[config.mk]
export PLATFORM = sky130hd
export DESIGN_NAME = dmem_arbiter
export DESIGN_NICKNAME = d
export VERILOG_FILES = /design/src/rtl/dmem_arbiter.sv
export SDC_FILE = /design/constraint.sdc
export NUM_CORES = 1
export LEC_CHECK = 0
export ABC_CLOCK_PERIOD_IN_PS = 4700
export BUFFER_PORTS_ARGS = -buffer_cell sky130_fd_sc_hd__clkbuf_2
export CAP_MARGIN = 20
export CORE_MARGIN = 5
export CORE_UTILIZATION = 36
export CTS_CLUSTER_SIZE = 20
export DETAILED_ROUTE_END_ITERATION = 12
export MAX_ROUTING_LAYER = met4
export SETUP_SLACK_MARGIN = 0.02
export SLEW_MARGIN = 40
export SYNTH_ARGS = -nofsm -noshare
export SYNTH_HDL_FRONTEND = slang
export SYNTH_SLANG_ARGS = --single-unit
[constraint.sdc]
create_clock -name clk -period 4.7 [get_ports clk]
set_input_delay 0.94 -clock clk [delete_from_list [all_inputs] [get_ports clk]]
set_output_delay 0.94 -clock clk [all_outputs]
set_load 0.01 [all_outputs]
[src/rtl/dmem_arbiter.sv]
// dmem_arbiter
//
// Two-port round-robin arbiter and access sequencer for a single-port,
// word-organised data memory with a combinational read path. Port 0 is the
// core load/store path, port 1 the debug/DMA path. One access is in flight
// at a time. The memory writes whole words only, so partial byte-enable
// stores are sequenced as read (ACCESS) followed by write (RMW_WR).
//
// Ports:
//   clk, rst_n                 clock, asynchronous active-low reset
//   reqN_valid/ready           request handshake (ready is combinational)
//   reqN_addr/we/be/wdata      byte address, store flag, byte enables, data
//   respN_valid/rdata/err      one-cycle response pulse, load data, range error
//   mem_addr/re/we/wdata       word-aligned memory command
//   mem_rdata                  memory read data (same-cycle)
//   conflict_cnt               saturating count of IDLE cycles with both ports valid
module dmem_arbiter #(
    parameter int ADDR_W    = 32,
    parameter int MEM_WORDS = 1024
) (
    input  logic              clk,
    input  logic              rst_n,
    input  logic              req0_valid,
    output logic              req0_ready,
    input  logic [ADDR_W-1:0] req0_addr,
    input  logic              req0_we,
    input  logic [3:0]        req0_be,
    input  logic [31:0]       req0_wdata,
    output logic              resp0_valid,
    output logic [31:0]       resp0_rdata,
    output logic              resp0_err,
    input  logic              req1_valid,
    output logic              req1_ready,
    input  logic [ADDR_W-1:0] req1_addr,
    input  logic              req1_we,
    input  logic [3:0]        req1_be,
    input  logic [31:0]       req1_wdata,
    output logic              resp1_valid,
    output logic [31:0]       resp1_rdata,
    output logic              resp1_err,
    output logic [ADDR_W-1:0] mem_addr,
    output logic              mem_re,
    output logic              mem_we,
    output logic [31:0]       mem_wdata,
    input  logic [31:0]       mem_rdata,
    output logic [15:0]       conflict_cnt
);

    localparam logic [1:0] S_IDLE   = 2'd0;
    localparam logic [1:0] S_ACCESS = 2'd1;
    localparam logic [1:0] S_RMW_WR = 2'd2;
    localparam logic [1:0] S_RESP   = 2'd3;

    logic [1:0]        state_reg;
    logic              last_grant_reg;
    logic [15:0]       conflict_cnt_reg;
    logic              port_reg;
    logic [ADDR_W-3:0] word_reg;      // latched word index (byte offset dropped)
    logic              we_reg;
    logic [3:0]        be_reg;
    logic [31:0]       wdata_reg;
    logic [31:0]       merge_reg;
    logic [31:0]       rdata_reg;
    logic              err_reg;

    logic              is_idle;
    logic              both_valid;
    logic              any_valid;
    logic              grant;         // winning port id in IDLE
    logic              out_of_range;
    logic              be_full;
    logic              be_partial;
    logic [31:0]       merge_next;

    // Byte-offset bits of the request addresses carry no meaning here.
    logic unused_addr_bits;
    assign unused_addr_bits = ^{req0_addr[1:0], req1_addr[1:0]};

    // ------------------------------------------------------------------
    // Arbitration: a lone valid port wins; on a tie the port that did not
    // win last time is chosen.
    // ------------------------------------------------------------------
    assign is_idle    = (state_reg == S_IDLE);
    assign both_valid = req0_valid & req1_valid;
    assign any_valid  = req0_valid | req1_valid;
    assign grant      = both_valid ? ~last_grant_reg : req1_valid;

    // ready is gated by rst_n so it reads 0 while reset is held.
    assign req0_ready = rst_n & is_idle & req0_valid & ~grant;
    assign req1_ready = rst_n & is_idle & req1_valid &  grant;

    // ------------------------------------------------------------------
    // Access decode on the latched request
    // ------------------------------------------------------------------
    assign out_of_range = ({2'b00, word_reg} >= ADDR_W'(MEM_WORDS));
    assign be_full      = (be_reg == 4'hF);
    assign be_partial   = (be_reg != 4'h0) && !be_full;

    // Per-lane merge of store data over the word read in ACCESS.
    generate
        for (genvar gi = 0; gi < 4; gi++) begin : g_merge
            assign merge_next[8*gi +: 8] = be_reg[gi] ? wdata_reg[8*gi +: 8]
                                                      : mem_rdata[8*gi +: 8];
        end
    endgenerate

    // Memory strobes are decoded from state, so an asynchronous reset drops
    // them immediately and an interrupted read-modify-write never writes.
    assign mem_addr  = {word_reg, 2'b00};
    assign mem_re    = (state_reg == S_ACCESS) && !out_of_range && (!we_reg || be_partial);
    assign mem_we    = ((state_reg == S_ACCESS) && !out_of_range && we_reg && be_full)
                     || (state_reg == S_RMW_WR);
    assign mem_wdata = (state_reg == S_RMW_WR) ? merge_reg : wdata_reg;

    // Responses are forced to 0 outside the RESP pulse and on the idle port.
    assign resp0_valid = (state_reg == S_RESP) && (port_reg == 1'b0);
    assign resp1_valid = (state_reg == S_RESP) && (port_reg == 1'b1);
    assign resp0_rdata = resp0_valid ? rdata_reg : 32'h0;
    assign resp1_rdata = resp1_valid ? rdata_reg : 32'h0;
    assign resp0_err   = resp0_valid & err_reg;
    assign resp1_err   = resp1_valid & err_reg;

    assign conflict_cnt = conflict_cnt_reg;

    // ------------------------------------------------------------------
    // Sequencer
    // ------------------------------------------------------------------
    always_ff @(posedge clk or negedge rst_n) begin
        if (!rst_n) begin
            state_reg        <= S_IDLE;
            last_grant_reg   <= 1'b1;
            conflict_cnt_reg <= 16'h0;
            port_reg         <= 1'b0;
            word_reg         <= '0;
            we_reg           <= 1'b0;
            be_reg           <= 4'h0;
            wdata_reg        <= 32'h0;
            merge_reg        <= 32'h0;
            rdata_reg        <= 32'h0;
            err_reg          <= 1'b0;
        end else begin
            case (state_reg)
                S_IDLE: begin
                    // A valid port always holds the grant, so any valid
                    // request is a handshake this cycle.
                    if (any_valid) begin
                        if (both_valid && (conflict_cnt_reg != 16'hFFFF)) begin
                            conflict_cnt_reg <= conflict_cnt_reg + 16'd1;
                        end
                        port_reg       <= grant;
                        last_grant_reg <= grant;
                        word_reg       <= grant ? req1_addr[ADDR_W-1:2] : req0_addr[ADDR_W-1:2];
                        we_reg         <= grant ? req1_we    : req0_we;
                        be_reg         <= grant ? req1_be    : req0_be;
                        wdata_reg      <= grant ? req1_wdata : req0_wdata;
                        rdata_reg      <= 32'h0;
                        err_reg        <= 1'b0;
                        state_reg      <= S_ACCESS;
                    end
                end
                S_ACCESS: begin
                    if (out_of_range) begin
                        err_reg   <= 1'b1;
                        state_reg <= S_RESP;
                    end else if (!we_reg) begin
                        rdata_reg <= mem_rdata;
                        state_reg <= S_RESP;
                    end else if (be_partial) begin
                        merge_reg <= merge_next;
                        state_reg <= S_RMW_WR;
                    end else begin
                        state_reg <= S_RESP;
                    end
                end
                S_RMW_WR: begin
                    state_reg <= S_RESP;
                end
                default: begin
                    state_reg <= S_IDLE;
                end
            endcase
        end
    end

endmodule

==> results.cfg, run 1 <==
[global_routing]
grt_pass1_vias = 7024
grt_usage_pct = 19.50
grt_max_degree = 81
grt_pass1_wl_um = 39760
grt_overflow = 0
antenna_found_initial = 1

[floorplan]
die-area_um2 = 26820
num_rows = 56
initial_utilization_pct = 36.37
die_y_um = 163.8
top_level_ports = 326
coreArea_um2 = 23400
die_w_um = 163.8

[placement]
placed_area_um2 = 10330
finalWeightedCongestion = 0.8210
port_buffers = 319
dpl.hpwl_um = 18250

[logic_synthesis]
avgSynthCellArea_um2 = 10.39
netlist_top_cells_count = 151 x dfrtp_1, 103 x nand2_1, 71 x o21ai_0
synth_seq_cells = 152
synth_ff_type = dfrtp_1
synth_edf_count = 0
ys_types = 47
synth.area.top_cells = dfrtp_1 44%, mux2_2 9.3%, mux2i_1 7.9%, mux2_4 5.3%, nand2_1 4.5%
yosysWarnings = 0
yosysMostFrequentCell = dfrtp_1
yosysTopAreaCell = dfrtp_1
synth_area_um2 = 8511
async_flop_share_pct = 100.0
synth_top_cell_area_share_pct = 44.40
ys_seq_area_share_pct = 44.71
postSynthCellCount = 819

[sta]
drv_slew = 0
fin_crit_sh_pct = 74.78
finalSetupTns_ns = 0
worst-slew-pin-transition_ns = 0.8104
post-route-min-period_ns = 3.515
slew_headroom_pct = 45.98
setup_viol_count_final = 0
skew_ns = 0.01386
rsz0062_at_grt = false
fmax_ghz = 0.2845
hold_viol_final = 0

[cts]
insertion_delay_ns = 0.43
htreeDepth = 4
cts-hold-fix-buffers = 0
cts_resized = 0
post_cts_buffers = 0
clk_pin_slew_ns = 0.07
cts_tree = done
numCtsBuffers = 17
cts_sinks = 152
clockBufferDepth = 2
cts_root_buffer = clkbuf_16

[pwr]
leakage_uw = 0.005556
peakVddDrop_mv = 0.2435
total_power_uw = 6052
powerDensity_nw_per_um2 = 552.9

[worst_setup_path]
start_kind = flip-flop
cp_max_fo = 4
r2r-start = state_reg[0]
reg2reg_depth = 7
arrival_ns = 2.57
worstSetupPathType = reg -> out
required_ns = 3.76
timing.rr.end = rdata_reg[1]
r2r_slack_ns = 1.60
cp-end-kind = output port

[detailed_routing]
drc_errors = 0
initialDrtViolationCount = 302
wl_um = 25410
vias_per_cell = 4.896
final_antenna_net_count = 0
num_vias = 7016
drt_first_pass_iters = 5
routedWlPerCell_um = 17.73

[layout]
layout-drive-gt1-share_pct = 43.31
final_util_pct = 46.77
final_cell_area_um2 = 10950
fin_nets = 1279
synthToLayoutAreaGrowth_pct = 28.61

[min_path]
hp-class = in -> async

[outcome]
status = finished, final reports clean

[run]
drv_cap = 0
## area by class of cell
| type | count | area, µm² |
|---|---|---|
| sequential | 152 | 3805 |
| antenna | 1 | 2.502 |
| clock buffer | 18 | 439.2 |
| timing repair buffer | 331 | 1697 |
| fill | 2300 | 12460 |
| tap | 319 | 399.1 |
| multi-input combinational | 558 | 4279 |
| clock inverter | 14 | 173.9 |
| inverter | 40 | 150.1 |
## placed cells by master (no fill, tap or decap), drive strengths merged, types with 2 or more instances in the layout
cell	Yosys	final
a211oi	3	3
a21boi	2	2
a21oi	5	5
and2	35	35
and3	37	37
buf	23	13
bufinv	0	2
clkbuf	47	336
conb	1	2
dfrtp	151	151
ha	5	5
inv	40	50
mux2	100	100
mux2i	67	67
nand2	103	103
nand3	10	10
nand4	37	37
nor2	7	7
nor2b	2	2
nor3	4	4
nor4	7	7
o21ai	71	71
o221ai	32	32
o31ai	2	2
or2	2	2
or4	2	2
xnor2	3	3
xor2	8	8
## routing by layer
layer	track usage (%)	wire, µm
met1	26.39	11760
met4	3.965	272
met2	30.95	12060
met3	3.588	1318
met5	-	0
## stage by stage
| step | instances | hold WS [ns] | worst slack (ns) |
|---|---|---|---|
| after floorplan | 820 | 0.4621 | 2.014 |
| after global placement | 1400 | 0.4662 | 1.427 |
| after detailed placement | 1400 | 0.4773 | 1.379 |
| after CTS | 1432 | 0.4936 | 1.064 |
| after global routing | 1433 | 0.5062 | 0.9615 |
| final | 1433 | 0.4687 | 1.185 |
## report_power, final
part	internal, µW	leakage, µW	switching (µW)
Combinational	1050	0.00329	1330
Sequential	1750	0.00197	468
Clock	824	0.000301	633
Total	3620	0.00556	2430
## cell families after synthesis
group / after synthesis / synth area share (%)
simple gates: 250 / 16.13
mux: 167 / 22.43
flops: 152 / 44.71
compound gates: 123 / 9.233
buf+inv: 110 / 5.587
xor+xnor: 11 / 1.132
fa+ha+maj: 5 / 0.7351
other cells: 1 / 0.04406
## worst max path at each step
stage	from	endpoint	slack [ns]	cells past startpoint
6_report	word_reg[13]	mem_we	1.19	5
5_1_grt	word_reg[13]	mem_we	0.96	5
4_1_cts	word_reg[13]	mem_we	1.06	5
3_5_place_dp	req0_valid	rdata_reg[1]	1.38	6
3_3_place_gp	req0_valid	rdata_reg[9]	1.43	6
2_1_floorplan	req1_valid	req1_ready	2.01	4
## worst max-delay path: stages (launching register included)
cell	delay [ns]
dfrtp_1	0.40
nor4_1	0.57
nand2_1	0.26
or3_2	0.49
o31ai_1	0.24
clkbuf_2	0.19
(Power assumes the default switching activity.)
==> inputs of run 2 (changes only) <==
--- a/config.mk
+++ b/config.mk
@@ -5,7 +5,8 @@
 export SDC_FILE = /design/constraint.sdc
 export NUM_CORES = 1
 export LEC_CHECK = 0
-export ABC_CLOCK_PERIOD_IN_PS = 4700
+export ABC_AREA = 1
+export ABC_CLOCK_PERIOD_IN_PS = 3500
 export BUFFER_PORTS_ARGS = -buffer_cell sky130_fd_sc_hd__clkbuf_2
 export CAP_MARGIN = 20
 export CORE_MARGIN = 5
==> constraint.sdc (replaced) <==
create_clock -name clk -period 3.5 [get_ports clk]
set_input_delay 0.7 -clock clk [delete_from_list [all_inputs] [get_ports clk]]
set_output_delay 0.7 -clock clk [all_outputs]
set_load 0.01 [all_outputs]
==> run 2 against run 1 <==
Critical endpoint is now mem_wdata[4]. Combinational power up 78%. Power up 50%. Critical path depth up 1. Clock power up 35%. Utilization down 0.23 points. Final area down 0.79%.
==> results.cfg, run 2 <==
[layout]
seqCellArea_um2 = 3805
final_util_pct = 46.54
layout-drive-gt1-share_pct = 29.46
layout_commonest_cell = clkbuf_2
multiInputGateArea_um2 = 3762
final_cell_area_um2 = 10860
nFillCells = 2411
final_cell_mix = 318 x clkbuf_2, 289 x nand2_1, 160 x o21ai_0
synthToLayoutAreaGrowth_pct = 28.05
fin_nets = 1602

[cts]
cts_sinks = 152
numCtsBuffers = 17
clockBufferDepth = 2
clk_pin_slew_ns = 0.07
cts_tree = done
cts_root_buffer = clkbuf_16
cts-hold-fix-buffers = 0
htreeDepth = 4
insertion_delay_ns = 0.42
cts_resized = 0
post_cts_buffers = 0

[sta]
hold_viol_final = 0
whs_ns = 0.2756
fmax_ghz = 0.3399
slew_headroom_pct = 49.68
rsz0062_at_grt = false
setup_viol_count_final = 0
finalSetupTns_ns = 0
worst-slew-pin-transition_ns = 0.7548
drv_slew = 0
fin_crit_sh_pct = 84.07
skew_ns = 0.01301
post-route-min-period_ns = 2.942

[logic_synthesis]
yosysWarnings = 0
synth_area_um2 = 8481
synth_top_cell_area_share_pct = 44.56
ys_seq_area_share_pct = 44.87
synth_ff_type = dfrtp_1
ys_types = 34
synth_seq_cells = 152
postSynthCellCount = 1144
async_flop_share_pct = 100.0
yosysMostFrequentCell = nand2_1
netlist_top_cells_count = 290 x nand2_1, 160 x o21ai_0, 155 x nor2_1
synth_edf_count = 0
avgSynthCellArea_um2 = 7.413
synth.area.top_cells = dfrtp_1 45%, nand2_1 13%, o21ai_0 9.4%, nor2_1 6.9%, inv_1 5.9%
yosysTopAreaCell = dfrtp_1

[detailed_routing]
initialDrtViolationCount = 455
num_vias = 8391
final_antenna_net_count = 0
vias_per_cell = 4.778
drc_errors = 0
drt_first_pass_iters = 5
routedWlPerCell_um = 15.82
wl_um = 27780

[global_routing]
grt_usage_pct = 21.18
antenna_found_initial = 1
met1_usage_pct = 28.45
met2_usage_pct = 33.43
grt_use_met3_pct = 3.507
grt_max_degree = 153
grt_most_used_layer = met2
grt_pass1_wl_um = 43350
grt_pass1_vias = 7963
grt_overflow = 0

[run]
drv_cap = 0

[placement]
port_buffers = 319
finalWeightedCongestion = 0.8642
placed_area_um2 = 10200
dpl.hpwl_um = 19840

[worst_setup_path]
required_ns = 2.80
arrival_ns = 2.24
worstSetupPathType = reg -> out
cp-end-kind = output port
start_kind = flip-flop
cp_max_fo = 31

[floorplan]
initial_utilization_pct = 36.35
top_level_ports = 326
die-area_um2 = 26730
die_y_um = 163.5
num_rows = 56
coreArea_um2 = 23330
die_w_um = 163.5

[pwr]
peakVddDrop_mv = 0.3568
total_power_uw = 9047
powerDensity_nw_per_um2 = 833.2
leakage_uw = 0.005770

[min_path]
hp-class = in -> async

[outcome]
status = finished, final reports clean
[run 2: layout make-up]
class / instances / share of cell area (%)
antenna: 1 / 0.02304
inverter: 138 / 4.770
timing repair buffer: 334 / 16.13
clock inverter: 12 / 1.509
multi-input combinational: 780 / 34.65
clock buffer: 20 / 4.206
tap: 319 / 3.676
sequential: 152 / 35.04
[run 2: cell families (layout without fill, tap and decap cells)]
| family | Yosys count | in the layout | share of synthesized area (%) |
|---|---|---|---|
| AOI/OAI and AO/OA | 243 | 243 | 16.61 |
| xor gates and xnor gates | 9 | 9 | 0.9295 |
| adders and majority gates | 5 | 5 | 0.7377 |
| buffers and inverters | 213 | 504 | 11.01 |
| DFF | 152 | 152 | 44.87 |
| other | 1 | 3 | 0.04422 |
| and+or+nand+nor | 521 | 521 | 25.80 |
[run 2: report_power, final]
| group | switching (µW) | leakage (µW) | internal [µW] |
|---|---|---|---|
| combinational | 2860 | 0.00367 | 1370 |
| sequential | 440 | 0.00179 | 2420 |
| clock | 793 | 0.000302 | 1170 |
[run 2: worst max-delay path: stages (launching register included)]
cell and delay, ns:
dfrtp_1 0.42, inv_1 0.10, ha_2 0.57, buf_4 0.35, nand2_1 0.07, o21ai_0 0.12, clkbuf_2 0.19
[run 2: through the flow]
stage,instances,setup WS (ns)
floorplan,1145,1.434
global placement,1722,0.9986
detailed placement,1722,0.9603
CTS,1754,0.5075
global route,1756,0.3825
finish,1756,0.5576
[run 2: path summary, 6_finish.rpt]
path	from	endpoint	slack (ns)	depth (start not counted)
max in group asynchronous	rst_n	last_grant_reg	2.47	3
worst min-delay path	rst_n	word_reg[8]	0.28	2
worst min register to register	rdata_reg[16]	rdata_reg[16]	0.47	2
worst max-delay path	state_reg[0]	mem_wdata[4]	0.56	6
min in group clk	rdata_reg[16]	rdata_reg[16]	0.47	2
worst max register to register	state_reg[0]	rdata_reg[2]	1.28	9
[run 2: routing by layer]
layer | up-vias | share of wire [%] | wire (µm)
met3 | 30 | 6.0 | 1658
met5 | - | 0 | 0
li1 | 4213 | - | -
met1 | 3884 | 45 | 12620
met4 | 0 | 1.8 | 488
met2 | 264 | 47 | 13020
==> inputs of run 3 (changes only) <==
--- a/config.mk
+++ b/config.mk
@@ -6,7 +6,7 @@
 export NUM_CORES = 1
 export LEC_CHECK = 0
 export ABC_AREA = 1
-export ABC_CLOCK_PERIOD_IN_PS = 3500
+export ABC_CLOCK_PERIOD_IN_PS = 2760
 export BUFFER_PORTS_ARGS = -buffer_cell sky130_fd_sc_hd__clkbuf_2
 export CAP_MARGIN = 20
 export CORE_MARGIN = 5
==> constraint.sdc (replaced) <==
create_clock -name clk -period 2.76 [get_ports clk]
set_input_delay 0.552 -clock clk [delete_from_list [all_inputs] [get_ports clk]]
set_output_delay 0.552 -clock clk [all_outputs]
set_load 0.01 [all_outputs]
==> run 3 against run 2 <==
Via count about the same. Largest cell class unchanged. Critical endpoint is now mem_wdata[13]. Register-to-register slack worse by 0.84 ns. Clock skew hardly changed. First-iteration DRC count grew 13%. Routed wire length up 0.32%. Utilization is 0.17 points higher. Non-clock buffer count grew 5. Combinational power grew 29%. Power is 26% higher. Worst setup slack lost 0.33 ns.
==> results.cfg, run 3 (synthesis results as in run 2) <==
[layout]
final_util_pct = 46.71
final_cell_area_um2 = 10900
nFillCells = 2432
synthToLayoutAreaGrowth_pct = 28.52
seqCellArea_um2 = 3805
layout.cells.non_filler = 1761
layout_commonest_cell = clkbuf_2
fin_nets = 1607
final_cell_mix = 318 x clkbuf_2, 289 x nand2_1, 160 x o21ai_0
layout-drive-gt1-share_pct = 29.70
multiInputGateArea_um2 = 3754

[cts]
clk_pin_slew_ns = 0.07
post_cts_buffers = 0
cts_sinks = 152
clockBufferDepth = 2
cts_root_buffer = clkbuf_16
numCtsBuffers = 17
htreeDepth = 4
cts_resized = 0
insertion_delay_ns = 0.43
cts_tree = done
cts-hold-fix-buffers = 0

[pwr]
seqPwrFrac_pct = 31.7
peakVddDrop_mv = 0.4567
combPwrFrac_pct = 47.9
p_clk_share_pct = 20.4
p_switching_uw = 5223
leakage_uw = 0.005806
powerDensity_nw_per_um2 = 1045
switching_share_pct = 45.84
internal-power_uw = 6171

[worst_setup_path]
worstSetupPathType = reg -> out
crit_slowest_cell = dfrtp_1
cp-end-kind = output port
start_kind = flip-flop
cp_max_fo = 48
crit_chain = inv_1 > ha_2 > buf_4 > nand2_1 > o21ai_0 > clkbuf_2
cpPeakStageDelay_ns = 0.41
required_ns = 2.21
arrival_ns = 1.98

[floorplan]
num_rows = 56
die_w_um = 163.5
die-area_um2 = 26730
initial_utilization_pct = 36.35
top_level_ports = 326
die_y_um = 163.5
coreArea_um2 = 23330

[placement]
placed_cells = 1727
port_buffers = 319
dpl.hpwl_um = 20470
finalWeightedCongestion = 0.8860
placed_area_um2 = 10290
place_ws_ns = 0.4509

[sta]
fmax_ghz = 0.3942
worst-slew-pin-transition_ns = 0.5853
drv_slew = 0
finalSetupTns_ns = 0
skew_ns = 0.01277
fin_crit_sh_pct = 91.91
slew_headroom_pct = 60.98
hold_viol_final = 0
fin_ws_ns = 0.2233
rsz0062_at_grt = false
setup_viol_count_final = 0
post-route-min-period_ns = 2.537

[detailed_routing]
vias_per_cell = 4.765
routedWlPerCell_um = 15.83
drc_errors = 0
final_antenna_net_count = 0
num_vias = 8392
initialDrtViolationCount = 513
wl_um = 27870
drt_first_pass_iters = 5

[global_routing]
grt_pass1_vias = 8100
antenna_found_initial = 1
grt_max_degree = 153
grt_usage_pct = 21.44
grt_pass1_wl_um = 44100
grt_overflow = 0

[min_path]
hp-class = in -> async

[run]
drv_cap = 0

[outcome]
status = finished, final reports clean
run 3: cell count changes in the layout (fill, tap and decap cells not counted), sizes merged:
cell and change:
inv +3, clkinvlp +1, bufinv -2, buf +5, clkbuf -2
run 3: area by class of cell:
cell class	instances	area share, %
flip-flops and latches	152	34.91
clock buffers	18	4.029
diodes	1	0.02296
clock inverters	14	1.274
well taps	319	3.662
multi-input cells	780	34.44
inverters	138	4.753
repair buffers	339	16.91
run 3: worst max-delay path, delay by kind of cell (launching register included):
family | cells | cell delay [ns]
compound gates | 1 | 0.17
simple gates | 1 | 0.08
flops | 1 | 0.41
fa+ha+maj | 1 | 0.19
buf+inv | 3 | 0.70
run 3: routing by layer:
metal  routed length, µm  up-vias  global-route usage, %
li1                    -     4225                      -
met4                 629        0                  6.519
met3                1801       37                  3.861
met1               12540     3807                  29.42
met5                   0        -                      -
met2               12910      323                  32.57
run 3: power groups by stage:
stage	Sequential (µW)	Combinational (µW)	Clock [µW]
final	3610	5460	2330
after floorplan	3590	3540	0
after global routing	3720	6190	2480
after detailed placement	3640	5520	0
after global placement	3630	5420	0
after CTS	3610	5540	2390
run 3: path summary, 6_finish.rpt:
kind	start	endpoint	slack, ns	depth (start not counted)
setup / recovery	state_reg[0]	mem_wdata[13]	0.22	6
max in group asynchronous	rst_n	wdata_reg[22]	1.87	3
hold reg to reg	last_grant_reg	last_grant_reg	0.47	2
min in group clk	req1_wdata[29]	wdata_reg[29]	0.39	3
hold / removal	rst_n	wdata_reg[7]	0.13	2
setup reg to reg	state_reg[0]	rdata_reg[0]	0.44	9
run 3: per-stage QoR:
step	total power, µW	hold WS (ns)
floorplan	7128	0.2564
global placement	9050	0.4551
detailed placement	9165	0.4587
CTS	11540	0.3373
global route	12400	0.1590
finish	11390	0.1264
